--- src/rtl/stop_it_rand_delay_if.sv ---
// Handshake bundle between the stop-it game FSM, the LFSR and the random-delay timer.
interface stop_it_rand_delay_if #(
  parameter int RAND_W = 5
);
  logic              start_i;
  logic              abort_i;
  logic [RAND_W-1:0] rand_i;
  logic              next_o;
  logic              busy_o;
  logic              done_o;
  logic [RAND_W:0]   remaining_o;

  // Requester side: game FSM plus the LFSR value feed
  modport master (
    output start_i, abort_i, rand_i,
    input  next_o, busy_o, done_o, remaining_o
  );

  // Timer side
  modport slave (
    input  start_i, abort_i, rand_i,
    output next_o, busy_o, done_o, remaining_o
  );
endinterface

--- src/rtl/stop_it_rand_delay.sv ---
// Random-delay timer: advances the LFSR, samples its new value, then counts
// (rand_i + MIN_TICKS) prescaled ticks before a single done_o pulse.
//
// state   | meaning
// IDLE    | waiting for start_i
// ADVANCE | next_o high, LFSR steps on the closing edge
// LOAD    | rand_i valid, load tick counter
// WAIT    | counting prescaled ticks
// DONE    | done_o high for one cycle
module stop_it_rand_delay #(
  parameter int RAND_W    = 5,
  parameter int TICK_DIV  = 4,
  parameter int MIN_TICKS = 2
) (
  input logic              clk_i,
  input logic              rst_i,
  stop_it_rand_delay_if.slave bus
);

  localparam logic [2:0] S_IDLE    = 3'd0;
  localparam logic [2:0] S_ADVANCE = 3'd1;
  localparam logic [2:0] S_LOAD    = 3'd2;
  localparam logic [2:0] S_WAIT    = 3'd3;
  localparam logic [2:0] S_DONE    = 3'd4;

  // A one-bit prescaler is kept even when TICK_DIV==1 so the compare stays legal.
  localparam int              PW         = (TICK_DIV > 1) ? $clog2(TICK_DIV) : 1;
  localparam logic [PW-1:0]   PRESC_LAST = PW'(TICK_DIV - 1);
  localparam logic [RAND_W:0] MIN_W      = (RAND_W + 1)'(MIN_TICKS);
  localparam logic [RAND_W:0] ONE_W      = (RAND_W + 1)'(1);

  logic [2:0]      state_q;
  logic [RAND_W:0] ticks_q;
  logic [PW-1:0]   presc_q;
  logic            tick;

  assign tick = (presc_q == PRESC_LAST);

  // Sequencer, tick counter and prescaler; abort wins over a coincident tick.
  always_ff @(posedge clk_i) begin
    if (rst_i) begin
      state_q <= S_IDLE;
      ticks_q <= '0;
      presc_q <= '0;
    end else begin
      case (state_q)
        S_IDLE: begin
          if (bus.start_i && !bus.abort_i) state_q <= S_ADVANCE;
        end
        S_ADVANCE: begin
          state_q <= bus.abort_i ? S_IDLE : S_LOAD;
        end
        S_LOAD: begin
          presc_q <= '0;
          if (bus.abort_i) begin
            state_q <= S_IDLE;
            ticks_q <= '0;
          end else begin
            state_q <= S_WAIT;
            ticks_q <= {1'b0, bus.rand_i} + MIN_W;
          end
        end
        S_WAIT: begin
          if (bus.abort_i) begin
            state_q <= S_IDLE;
            ticks_q <= '0;
            presc_q <= '0;
          end else if (tick) begin
            presc_q <= '0;
            ticks_q <= ticks_q - ONE_W;
            if (ticks_q == ONE_W) state_q <= S_DONE;
          end else begin
            presc_q <= presc_q + PW'(1);
          end
        end
        S_DONE: begin
          state_q <= S_IDLE;
        end
        default: begin
          state_q <= S_IDLE;
          ticks_q <= '0;
          presc_q <= '0;
        end
      endcase
    end
  end

  // Moore outputs decoded from state
  assign bus.next_o      = (state_q == S_ADVANCE);
  assign bus.busy_o      = (state_q == S_ADVANCE) || (state_q == S_LOAD) || (state_q == S_WAIT);
  assign bus.done_o      = (state_q == S_DONE);
  assign bus.remaining_o = ticks_q;

endmodule

--- src/flat_wrapper.sv ---
// flat-port wrapper written by rule: the top's interface ports become plain ports
module stop_it_rand_delay_flat 
#(
  parameter int RAND_W    = 5,
  parameter int TICK_DIV  = 4,
  parameter int MIN_TICKS = 2
)
  (clk_i, rst_i, bus_start_i, bus_abort_i, bus_rand_i, bus_next_o, bus_busy_o, bus_done_o, bus_remaining_o);
  stop_it_rand_delay_if #(.RAND_W(RAND_W)) bus_i ();
  input logic clk_i;
  input logic rst_i;
  input wire logic [$bits(bus_i.start_i)-1:0] bus_start_i;
  input wire logic [$bits(bus_i.abort_i)-1:0] bus_abort_i;
  input wire logic [$bits(bus_i.rand_i)-1:0] bus_rand_i;
  output wire logic [$bits(bus_i.next_o)-1:0] bus_next_o;
  output wire logic [$bits(bus_i.busy_o)-1:0] bus_busy_o;
  output wire logic [$bits(bus_i.done_o)-1:0] bus_done_o;
  output wire logic [$bits(bus_i.remaining_o)-1:0] bus_remaining_o;
  assign bus_i.start_i = bus_start_i;
  assign bus_i.abort_i = bus_abort_i;
  assign bus_i.rand_i = bus_rand_i;
  assign bus_next_o = bus_i.next_o;
  assign bus_busy_o = bus_i.busy_o;
  assign bus_done_o = bus_i.done_o;
  assign bus_remaining_o = bus_i.remaining_o;
  stop_it_rand_delay #(.RAND_W(RAND_W), .TICK_DIV(TICK_DIV), .MIN_TICKS(MIN_TICKS)) u_core (.clk_i(clk_i), .rst_i(rst_i), .bus(bus_i));
endmodule
--- config.mk ---
export PLATFORM = sky130hd
export DESIGN_NAME = stop_it_rand_delay_flat
export DESIGN_NICKNAME = d
export VERILOG_FILES = /design/src/rtl/stop_it_rand_delay_if.sv /design/src/rtl/stop_it_rand_delay.sv /design/src/flat_wrapper.sv
export SDC_FILE = /design/constraint.sdc
export NUM_CORES = 1
export LEC_CHECK = 0
export CELL_PAD_IN_SITES_DETAIL_PLACEMENT = 0
export CELL_PAD_IN_SITES_GLOBAL_PLACEMENT = 2
export CORE_MARGIN = 4
export CORE_UTILIZATION = 37
export CTS_BUF_LIST = sky130_fd_sc_hd__clkbuf_2 sky130_fd_sc_hd__clkbuf_4 sky130_fd_sc_hd__clkbuf_8
export CTS_CLUSTER_DIAMETER = 100
export DETAILED_ROUTE_END_ITERATION = 8
export DONT_BUFFER_PORTS = 1
export PLACE_DENSITY = 0.82
export SLEW_MARGIN = 25
export SYNTH_ARGS = -nofsm -noshare
export SYNTH_HDL_FRONTEND = slang
export SYNTH_SLANG_ARGS = --single-unit
--- constraint.sdc ---
create_clock -name clk_i -period 2 [get_ports clk_i]
set_clock_uncertainty 0.2 [all_clocks]
set_input_delay 0.3 -clock clk_i [delete_from_list [all_inputs] [get_ports clk_i]]
set_output_delay 0.3 -clock clk_i [all_outputs]
set_load 0.02 [all_outputs]
Yosys cells after proc, flatten, opt, wreduce, memory -nomap -nowiden
Index checks and enable logic that the tools add are counted.

operators by class
  add/subtract/negate cells = 3
  eq/ne operators = 9
  mux-type cells = 14
  bitwise operators = 1
  reductions and logical operators = 8

operator list
  cell                                                                   number
  6-bit 2-to-1 mux                                                       3
  6-bit case mux with 3 select lines                                     1
  3-bit 2-to-1 mux                                                       4
  3-bit case mux with 4 select lines                                     1
  2-bit 2-to-1 mux                                                       4
  5-bit by 2-bit adder with 6-bit output, second input constant          1
  3-bit by 2-bit equality test with 1-bit output, second input constant  2
  6-bit by 1-bit equality test with 1-bit output, second input constant  1
  3-bit by 2-bit != test with 1-bit output, second input constant        2
  6-bit by 1-bit subtractor with 6-bit output, second input constant     1
  2-bit case mux with 2 select lines                                     1
  3-bit by 1-bit equality test with 1-bit output, second input constant  1
  3-bit equality test, second input constant                             1
  3-bit logical NOT                                                      1
  3-bit AND reduction                                                    1
  3-bit OR reduction                                                     1
  2-bit by 1-bit adder with 2-bit output, second input constant          1
  2-bit equality test, second input constant                             1
  1-bit logical OR                                                       2
  2-bit by 1-bit != test with 1-bit output, second input constant        1
  2-bit AND reduction                                                    1
  1-bit logical AND                                                      1
  1-bit logical NOT                                                      1
  1-bit inverter                                                         1

storage, ports and cells
  bits in registers = 11
  input port bits = 9
  output and inout bits = 9
  logic and storage cells = 38

Logic depth before layout (Yosys ltp)
Gate-level depths: netlist of run 1.

  depth after elaboration = 5
  mapped depth = 5
  mapped depth without buffers = 5

Worst setup path before layout of run 1
No wires, ideal clock.

  path type = register -> register
  from = reg u_core.presc_q[0]
  to = reg u_core.ticks_q[3] (netlist: u_core.bus.remaining_o[3])
  arrival time = 1.467 ns
  slack = 0.274 ns
  cell stages (with the launch flop) = 6
  path buffers = 0
  clock period less this slack = 1.726 ns
  cell sequence = dfxtp_1 > ha_1 > or3b_1 > a221o_2 > o21ai_1 > a221o_1

on the way
  longest elaborated chain between the ends = 3

RTL lines
  item                                                line                      source
  start, declared                                     stop_it_rand_delay.sv:34  logic [PW-1:0] presc_q;
  start signal, assigned                              stop_it_rand_delay.sv:73  presc_q <= presc_q + PW'(1);
  2-bit equality test                                 stop_it_rand_delay.sv:37  assign tick = (presc_q == PRESC_LAST);
  3-bit by 2-bit != test with 1-bit output (no line)  --
  2-bit AND reduction (no line)                       --
  end signal, assigned                                stop_it_rand_delay.sv:60  ticks_q <= {1'b0, bus.rand_i} + MIN_W;
  end signal, assigned                                stop_it_rand_delay.sv:70  ticks_q <= ticks_q - ONE_W;
  end, declared                                       stop_it_rand_delay.sv:33  logic [RAND_W:0] ticks_q;

No other way between the ends.
A chain may end at the register's enable or synchronous reset.

Worst setup path after layout of run 1
  from = reg u_core.state_q[1]
  to = reg u_core.ticks_q[4] (netlist: u_core.bus.remaining_o[4])

on the way
  longest elaborated chain between the ends = 4
  elaborated cells on any way between the ends = 10

RTL lines
  item                                                                        line                      source
  start, declared                                                             stop_it_rand_delay.sv:32  logic [2:0] state_q;
  start signal, assigned                                                      stop_it_rand_delay.sv:51  state_q <= bus.abort_i ? S_IDLE : S_LOAD;
  branches (longest 4 deep; another with 6-bit case mux with 3 select lines)  --

Parallel ways; which one is timed is not known.

==> results of run 1 <==
[per-stage QoR]
step / setup WS [ns] / power, W / cells
finish: 0.147 / 0.000431 / 114
global route: 0.0516 / 0.000451 / 114
CTS: 0.149 / 0.000437 / 114
detailed placement: 0.163 / 0.000264 / 108
global placement: 0.164 / 0.000264 / 108
floorplan: 0.274 / 0.000258 / 79
[synthesized netlist by cell type (2+ instances only)]
cell type	n
xor2_1	2
nor3b_1	3
nand4_1	2
and2_1	2
a22o_1	4
a21oi_1	2
o21ai_1	3
nor2_1	7
ha_1	4
o21ai_0	2
dfxtp_1	11
inv_1	6
nor4_1	3
nor3_1	3
[power breakdown]
part | internal, W | switching, W | leakage (nW)
logic | 0.0000184 | 0.0000188 | 0.205
clock network | 0.0000908 | 0.0000779 | 0.0184
registers | 0.000221 | 0.00000418 | 0.0888
[layout make-up]
cell class	instances	share of cell area, %
Timing Repair Buffer	9	9.02
Multi-Input combinational cell	59	53.2
Tap cell	25	3.89
Clock buffer	4	3.73
Sequential cell	11	27.4
Inverter	6	2.80
[registers in the layout (all words and copies together), names as in the netlist]
name                    count
u_core.state_q              3
u_core.bus.remaining_o      6
u_core.presc_q              2
[worst paths after layout]
path / end / slack (ns) / cells past startpoint
worst min register to register: u_core.presc_q[1] / 0.31 / 2
worst min-delay path: u_core.presc_q[0] / 0.05 / 2
worst max-delay path: u_core.bus.remaining_o[4] / 0.15 / 4
worst max register to register: u_core.bus.remaining_o[4] / 0.15 / 4
[per-layer routing]
metal / track usage, % / up-vias
met2: 23.0 / 20
met1: 16.2 / 277
met3: 6.71 / 4
met4: 4.80 / 0
li1: - / 323
met5: 0 / -
[kinds of logic after synthesis]
family,count (synthesis)
AND/OR/NAND/NOR,32
AO/OA/AOI/OAI,20
flip-flops,11
buffers and inverters,9
adder cells (fa/ha/maj),4
XOR/XNOR,3
[what timing repair did]
item                                   4_1_cts  5_1_grt
setup endpoints to repair                    0        0
resized for setup                            0        0
endpoints found under the hold margin        3        0
hold buffers                                 2        0
==> load_flow_metrics.sql, run 1 <==
INSERT INTO impl_metrics (metric_group, metric, value, unit) VALUES
('clock_network', 'worst_skew_pair.late_latency', '0.27', 'ns'),
('worst_setup_path', 'cp_max_fo', '9', ''),
('route', 'wl_per_cell', '14.7', 'um'),
('clock_network', 'number_of_clock_sinks', '11', ''),
('die', 'fp.dieArea', '0.00263', 'mm^2'),
('synthesis', 'synthesized_instance_count', '79', ''),
('timing', 'worst_pin_slew', '0.379', 'ns'),
('power_and_ir_drop', 'p_leak', '0.312', 'nW'),
('synthesis', 'synth_fp_nets', '92', ''),
('power_and_ir_drop', 'vdd_ir_drop_max', '0.430', 'mV'),
('placement', 'detailed_place.area', '754', 'um^2'),
('synthesis', 'synthesis.area', '694', 'um^2'),
('global_routing', 'globalRouteTotalUtil', '14.1', '%'),
('synthesis', 'compound_gate_portion_of_the_synthesized_area', '21.4', '%'),
('layout', 'layout-drive-gt1-share', '18.0', '%'),
('synthesis', 'synth_adder_area_share', '7.21', '%'),
('route', 'route.met2.wl', '752', 'um'),
('synthesis', 'syn_avg_cell_area', '8.79', 'um^2'),
('timing', 'rsz0062_at_grt', 'no', ''),
('synthesis', 'seq_area_frac_synth', '31.7', '%'),
('clock_network', 'clock_tree.root_cell', 'clkbuf_4', ''),
('run', 'cap_violations', '0', ''),
('die', 'design.core.area', '0.00175', 'mm^2'),
('die', 'row_count', '15', ''),
('worst_setup_path', 'timing.setup.critical_path_class', 'reg2reg', ''),
('worst_setup_path', 'worst-endpoint-arrival', '1.87', 'ns'),
('synthesis', 'ys_dominant_reg_cell', 'dfxtp_1', ''),
('clock_network', 'post-cts-setup-buffer-count', '0', ''),
('worst_setup_path', 'worstSetupStartpoint', 'u_core.state_q[1]', ''),
('clock_network', 'clock_tree_from_tritoncts', 'done', ''),
('worst_setup_path', 'cp_slowest_stage_delay', '0.48', 'ns'),
('placement', 'placement.io_buffers', '0', ''),
('global_routing', 'grt_start_max_net_pins', '13', ''),
('route', 'wl', '1670', 'um'),
('worst_setup_path', 'cp-start-kind', 'flip-flop', ''),
('layout', 'fillers', '186', ''),
('outcome', 'status', 'finished, final reports clean', ''),
('layout', 'insertedDiodeCount', '0', ''),
('layout', 'layout.cells.most_common_list', 'dfxtp_1, nor2_1, buf_4', ''),
('route', 'drt.antenna.violating_nets', '0', ''),
('worst_setup_path', 'cp_num_buf_inv', '0', ''),
('synthesis', 'area_leader_netlist', 'dfxtp_1', ''),
('min_path', 'worst_hold_path_type', 'in2reg', ''),
('synthesis', 'synth_top_cells_by_area', 'dfxtp_1, ha_1, a22o_1, nor2_1, inv_1', ''),
('route', 'vias_per_cell', '5.47', ''),
('placement', 'gp_routability_congestion', '0.739', ''),
('timing', 'timing.fmax', '540', 'MHz'),
('layout', 'most_common_library_cell_in_the_layout_ignoring_fill_and_taps', 'dfxtp_1', ''),
('route', 'routed-wl-met3', '128', 'um'),
('route', 'dr_total_vias', '624', ''),
('synthesis', 'synth_cell_type_count', '39', ''),
('timing', 'fin_crit', '1.85', 'ns'),
('synthesis', 'postSynth.asyncResetShare', '0', '%'),
('clock_network', 'ctsHtreeMaxLevel', '1', ''),
('route', 'drt_drc_violations_left', '0', ''),
('clock_network', 'ctsLongestPathBuffers', '2', ''),
('power_and_ir_drop', 'power_per_cell_area', '536', 'mW/mm^2'),
('layout', 'synthToLayoutAreaGrowth', '15.9', '%'),
('synthesis', 'yosys.area_share.xor_xnor', '3.78', '%'),
('min_path', 'holdCritStartpoint', 'rst_i', ''),
('timing', 'max_slew_margin', '74.5', '%'),
('synthesis', 'yosys_warnings', '0', ''),
('timing', 'finalMaxSlewViolations', '0', ''),
('worst_setup_path', 'critical-path-slowest-cell', 'dfxtp_1', ''),
('worst_setup_path', 'cp_data_required_time', '2.02', 'ns'),
('synthesis', 'synth.top_cell.area_share', '31.7', '%'),
('global_routing', 'global_route_wire_length_before_repair', '2770', 'um'),
('route', 'wl_met1', '763', 'um'),
('layout', 'final_net_count', '103', ''),
('layout', 'post-route-util', '46.1', '%'),
('synthesis', 'fraction_of_the_mapped_netlist_area_in_simple_logic_gates', '29.2', '%');
Note: power is estimated with default switching activity, not from simulation.
==> run 2: changes to the inputs <==
ABC_AREA = 1   (was unset)
CORE_UTILIZATION = 36   (was 37)
PLACE_DENSITY = 0.88   (was 0.82)
clock period = 2.2 ns   (was 2 ns; I/O delays follow)
==> load_flow_metrics.sql, run 2 <==
INSERT INTO impl_metrics (metric_group, metric, value, unit) VALUES
('outcome', 'status', 'finished, final reports clean', ''),
('route', 'drt_pre_antenna_iters', '4', ''),
('power_and_ir_drop', 'vdd_ir_drop_max', '0.416', 'mV'),
('worst_setup_path', 'cp_data_required_time', '1.67', 'ns'),
('power_and_ir_drop', 'p_leak', '0.355', 'nW'),
('timing', 'finalMaxSlewViolations', '0', ''),
('die', 'design.core.area', '0.00194', 'mm^2'),
('global_routing', 'globalRouteTotalUtil', '15.6', '%'),
('die', 'initial_utilization', '37.6', '%'),
('route', 'vias_per_cell', '5.03', ''),
('layout', 'synthToLayoutAreaGrowth', '9.76', '%'),
('route', 'drt.antenna.violating_nets', '0', ''),
('synthesis', 'synth_top_cells_by_area', 'dfxtp_1, nand2_1, nand3_1, ha_1, inv_1', ''),
('timing', 'period_share', '80.6', '%'),
('power_and_ir_drop', 'totalPowerFinal', '0.000505', 'W'),
('placement', 'gp_routability_congestion', '0.774', ''),
('clock_network', 'worst_skew_pair.late_latency', '0.28', 'ns'),
('die', 'row_count', '16', ''),
('run', 'cap_violations', '0', ''),
('min_path', 'worst_hold_path_type', 'in2reg', ''),
('timing', 'fin_setup_tns', '0', 'ns'),
('synthesis', 'synth_fp_nets', '126', ''),
('route', 'drt_drc_violations_left', '0', ''),
('timing', 'rsz0062_at_grt', 'no', ''),
('route', 'wl', '1830', 'um'),
('layout', 'insertedDiodeCount', '0', ''),
('global_routing', 'global_route_wire_length_before_repair', '3180', 'um'),
('die', 'fp.dieArea', '0.00281', 'mm^2'),
('global_routing', 'antenna_found_initial', '0', ''),
('synthesis', 'postSynth.asyncResetShare', '0', '%'),
('timing', 'setup_viol_count_final', '0', ''),
('synthesis', 'synth_common_cells', 'nand2_1, nand3_1, inv_1', ''),
('timing', 'hold_viol', '0', ''),
('clock_network', 'number_of_clock_sinks', '11', ''),
('route', 'dr_total_vias', '729', ''),
('synthesis', 'number_of_flip_flops_and_latches_in_the_synthesized_netlist', '11', ''),
('worst_setup_path', 'cp_max_fo', '5', ''),
('synthesis', 'synth_cell_type_count', '18', ''),
('layout', 'largest_register_ffs', '6', ''),
('power_and_ir_drop', 'share_comb_of_total_power', '27.5', '%'),
('power_and_ir_drop', 'power_report.internal_total', '0.000317', 'W'),
('worst_setup_path', 'crit_path_cell_chain', 'inv_1 > nand2_1 > nor2_1', ''),
('placement', 'placement.io_buffers', '0', ''),
('layout', 'final_net_count', '132', ''),
('timing', 'fin_crit', '1.77', 'ns'),
('clock_network', 'clock_tree.root_cell', 'clkbuf_4', ''),
('worst_setup_path', 'critical-path-slowest-cell', 'dfxtp_1', ''),
('global_routing', 'vias_in_the_first_global_route', '710', ''),
('placement', 'dp_slack', '0.555', 'ns'),
('synthesis', 'ys_dominant_reg_cell', 'dfxtp_1', ''),
('placement', 'hpwlAfterDp', '1460', 'um'),
('timing', 'worst_pin_slew', '0.449', 'ns'),
('layout', 'layout.cells.most_common_list', 'nand2_1, nand3_1, inv_1', ''),
('die', 'die_height', '53.1', 'um'),
('layout', 'fillers', '221', ''),
('synthesis', 'synthesized_instance_count', '113', ''),
('power_and_ir_drop', 'power_frac_clock', '28.5', '%'),
('power_and_ir_drop', 'power.switching_fraction', '37.4', '%'),
('layout', 'most_common_library_cell_in_the_layout_ignoring_fill_and_taps', 'nand2_1', ''),
('synthesis', 'syn_avg_cell_area', '6.47', 'um^2'),
('synthesis', 'seq_area_frac_synth', '30.1', '%'),
('global_routing', 'grt_start_max_net_pins', '9', ''),
('worst_setup_path', 'timing.setup.critical_path_class', 'reg2out', ''),
('worst_setup_path', 'worst-endpoint-arrival', '1.24', 'ns'),
('global_routing', 'grt.overflow.total', '0', ''),
('timing', 'max_slew_margin', '70.2', '%'),
('clock_network', 'ctsHtreeMaxLevel', '1', ''),
('synthesis', 'area_leader_netlist', 'dfxtp_1', ''),
('clock_network', 'clock_tree_from_tritoncts', 'done', ''),
('timing', 'timing.fmax', '564', 'MHz'),
('synthesis', 'synth.top_cell.area_share', '30.1', '%'),
('route', 'dr.first_iter.drc_count', '26', ''),
('die', 'io_pins', '18', ''),
('worst_setup_path', 'cp-start-kind', 'flip-flop', ''),
('clock_network', 'clock_pin_slew_worst_setup_and_hold_paths', '0.08', 'ns'),
('power_and_ir_drop', 'switchingPower', '0.000189', 'W'),
('route', 'wl_per_cell', '12.6', 'um'),
('die', 'die_width', '53.1', 'um'),
('worst_setup_path', 'cp_slowest_stage_delay', '0.35', 'ns'),
('synthesis', 'synth_enable_flop_cells', '0', ''),
('clock_network', 'cts_made_buffers', '3', ''),
('worst_setup_path', 'setup.worst_path.end_class', 'output pin', ''),
('clock_network', 'ctsLongestPathBuffers', '2', ''),
('synthesis', 'yosys_warnings', '0', ''),
('layout', 'layout-drive-gt1-share', '10.2', '%'),
('timing', 'post-route-worst-setup-slack', '0.427', 'ns'),
('synthesis', 'yosys.cell_count.top_type', 'nand2_1', ''),
('synthesis', 'synthesis.area', '731', 'um^2'),
('power_and_ir_drop', 'sequentialPowerShare', '44.1', '%'),
('power_and_ir_drop', 'power_per_cell_area', '630', 'mW/mm^2');
==> run 2: worst max-delay path, delay by kind of cell, from the launching register on <==
kind	cells	cell delay, ns
DFF	1	0.35
buffers and inverters	1	0.14
and+or+nand+nor	2	0.47
==> run 2: layout make-up <==
cell class | instances | area [um^2] | share of cell area, %
clock buffers | 3 | 22.5 | 2.81
clock inverters | 1 | 5.00 | 0.624
inverters | 15 | 56.3 | 7.02
multi-input cells | 87 | 454 | 56.6
flip-flops and latches | 11 | 220 | 27.5
well taps | 27 | 33.8 | 4.21
repair buffers | 1 | 10.0 | 1.25
==> run 2: stage by stage <==
step	util [%]	instance area [um^2]	hold slack, ns	instances
floorplan	-	731	0.199	113
CTS	41.3	802	0.0509	145
detailed placement	39.4	764	0.205	140
global placement	39.4	764	0.202	140
finish	41.3	802	0.0477	145
global route	41.3	802	0.0631	145
==> run 2: power groups by stage <==
| stage | Combinational [W] | Sequential (W) | Clock, W |
|---|---|---|---|
| 4_1_cts | 0.000139 | 0.000223 | 0.000146 |
| 5_1_grt | 0.000158 | 0.000224 | 0.000157 |
| 3_3_place_gp | 0.000137 | 0.000227 | 0 |
| 2_1_floorplan | 0.000111 | 0.000225 | 0 |
| 3_5_place_dp | 0.000137 | 0.000228 | 0 |
| 6_report | 0.000139 | 0.000223 | 0.000144 |
==> run 2: cell families after synthesis <==
group / Yosys count / synth area share, %
and+or+nand+nor: 70 / 45.7
buffers and inverters: 15 / 7.71
AOI/OAI and AO/OA: 12 / 8.39
DFF: 11 / 30.1
adders and majority gates: 4 / 6.85
xor gates and xnor gates: 1 / 1.20
==> run 2: final timing paths <==
check                            startpoint                        end  slack [ns]  depth (start not counted)
setup / recovery          u_core.state_q[0]                 bus_done_o        0.43                          3
hold reg to reg           u_core.presc_q[1]          u_core.presc_q[1]        0.28                          2
hold / removal                  bus_abort_i          u_core.presc_q[1]        0.05                          3
setup reg to reg  u_core.bus.remaining_o[0]  u_core.bus.remaining_o[2]        0.55                          6
==> run 2: metal layers <==
layer	track usage, %	routed length (um)	vias up
li1	-	-	383
met1	21.8	918	324
met2	22.5	756	18
met3	3.94	132	4
met4	6.38	25	0
met5	0	0	-
==> run 2: what timing repair did <==
| action | CTS | global route |
|---|---|---|
| resized for setup | 0 | 0 |
| buffers inserted | 0 | 0 |
| hold buffers | 1 | 0 |
| hold endpoints to repair | 2 | 0 |
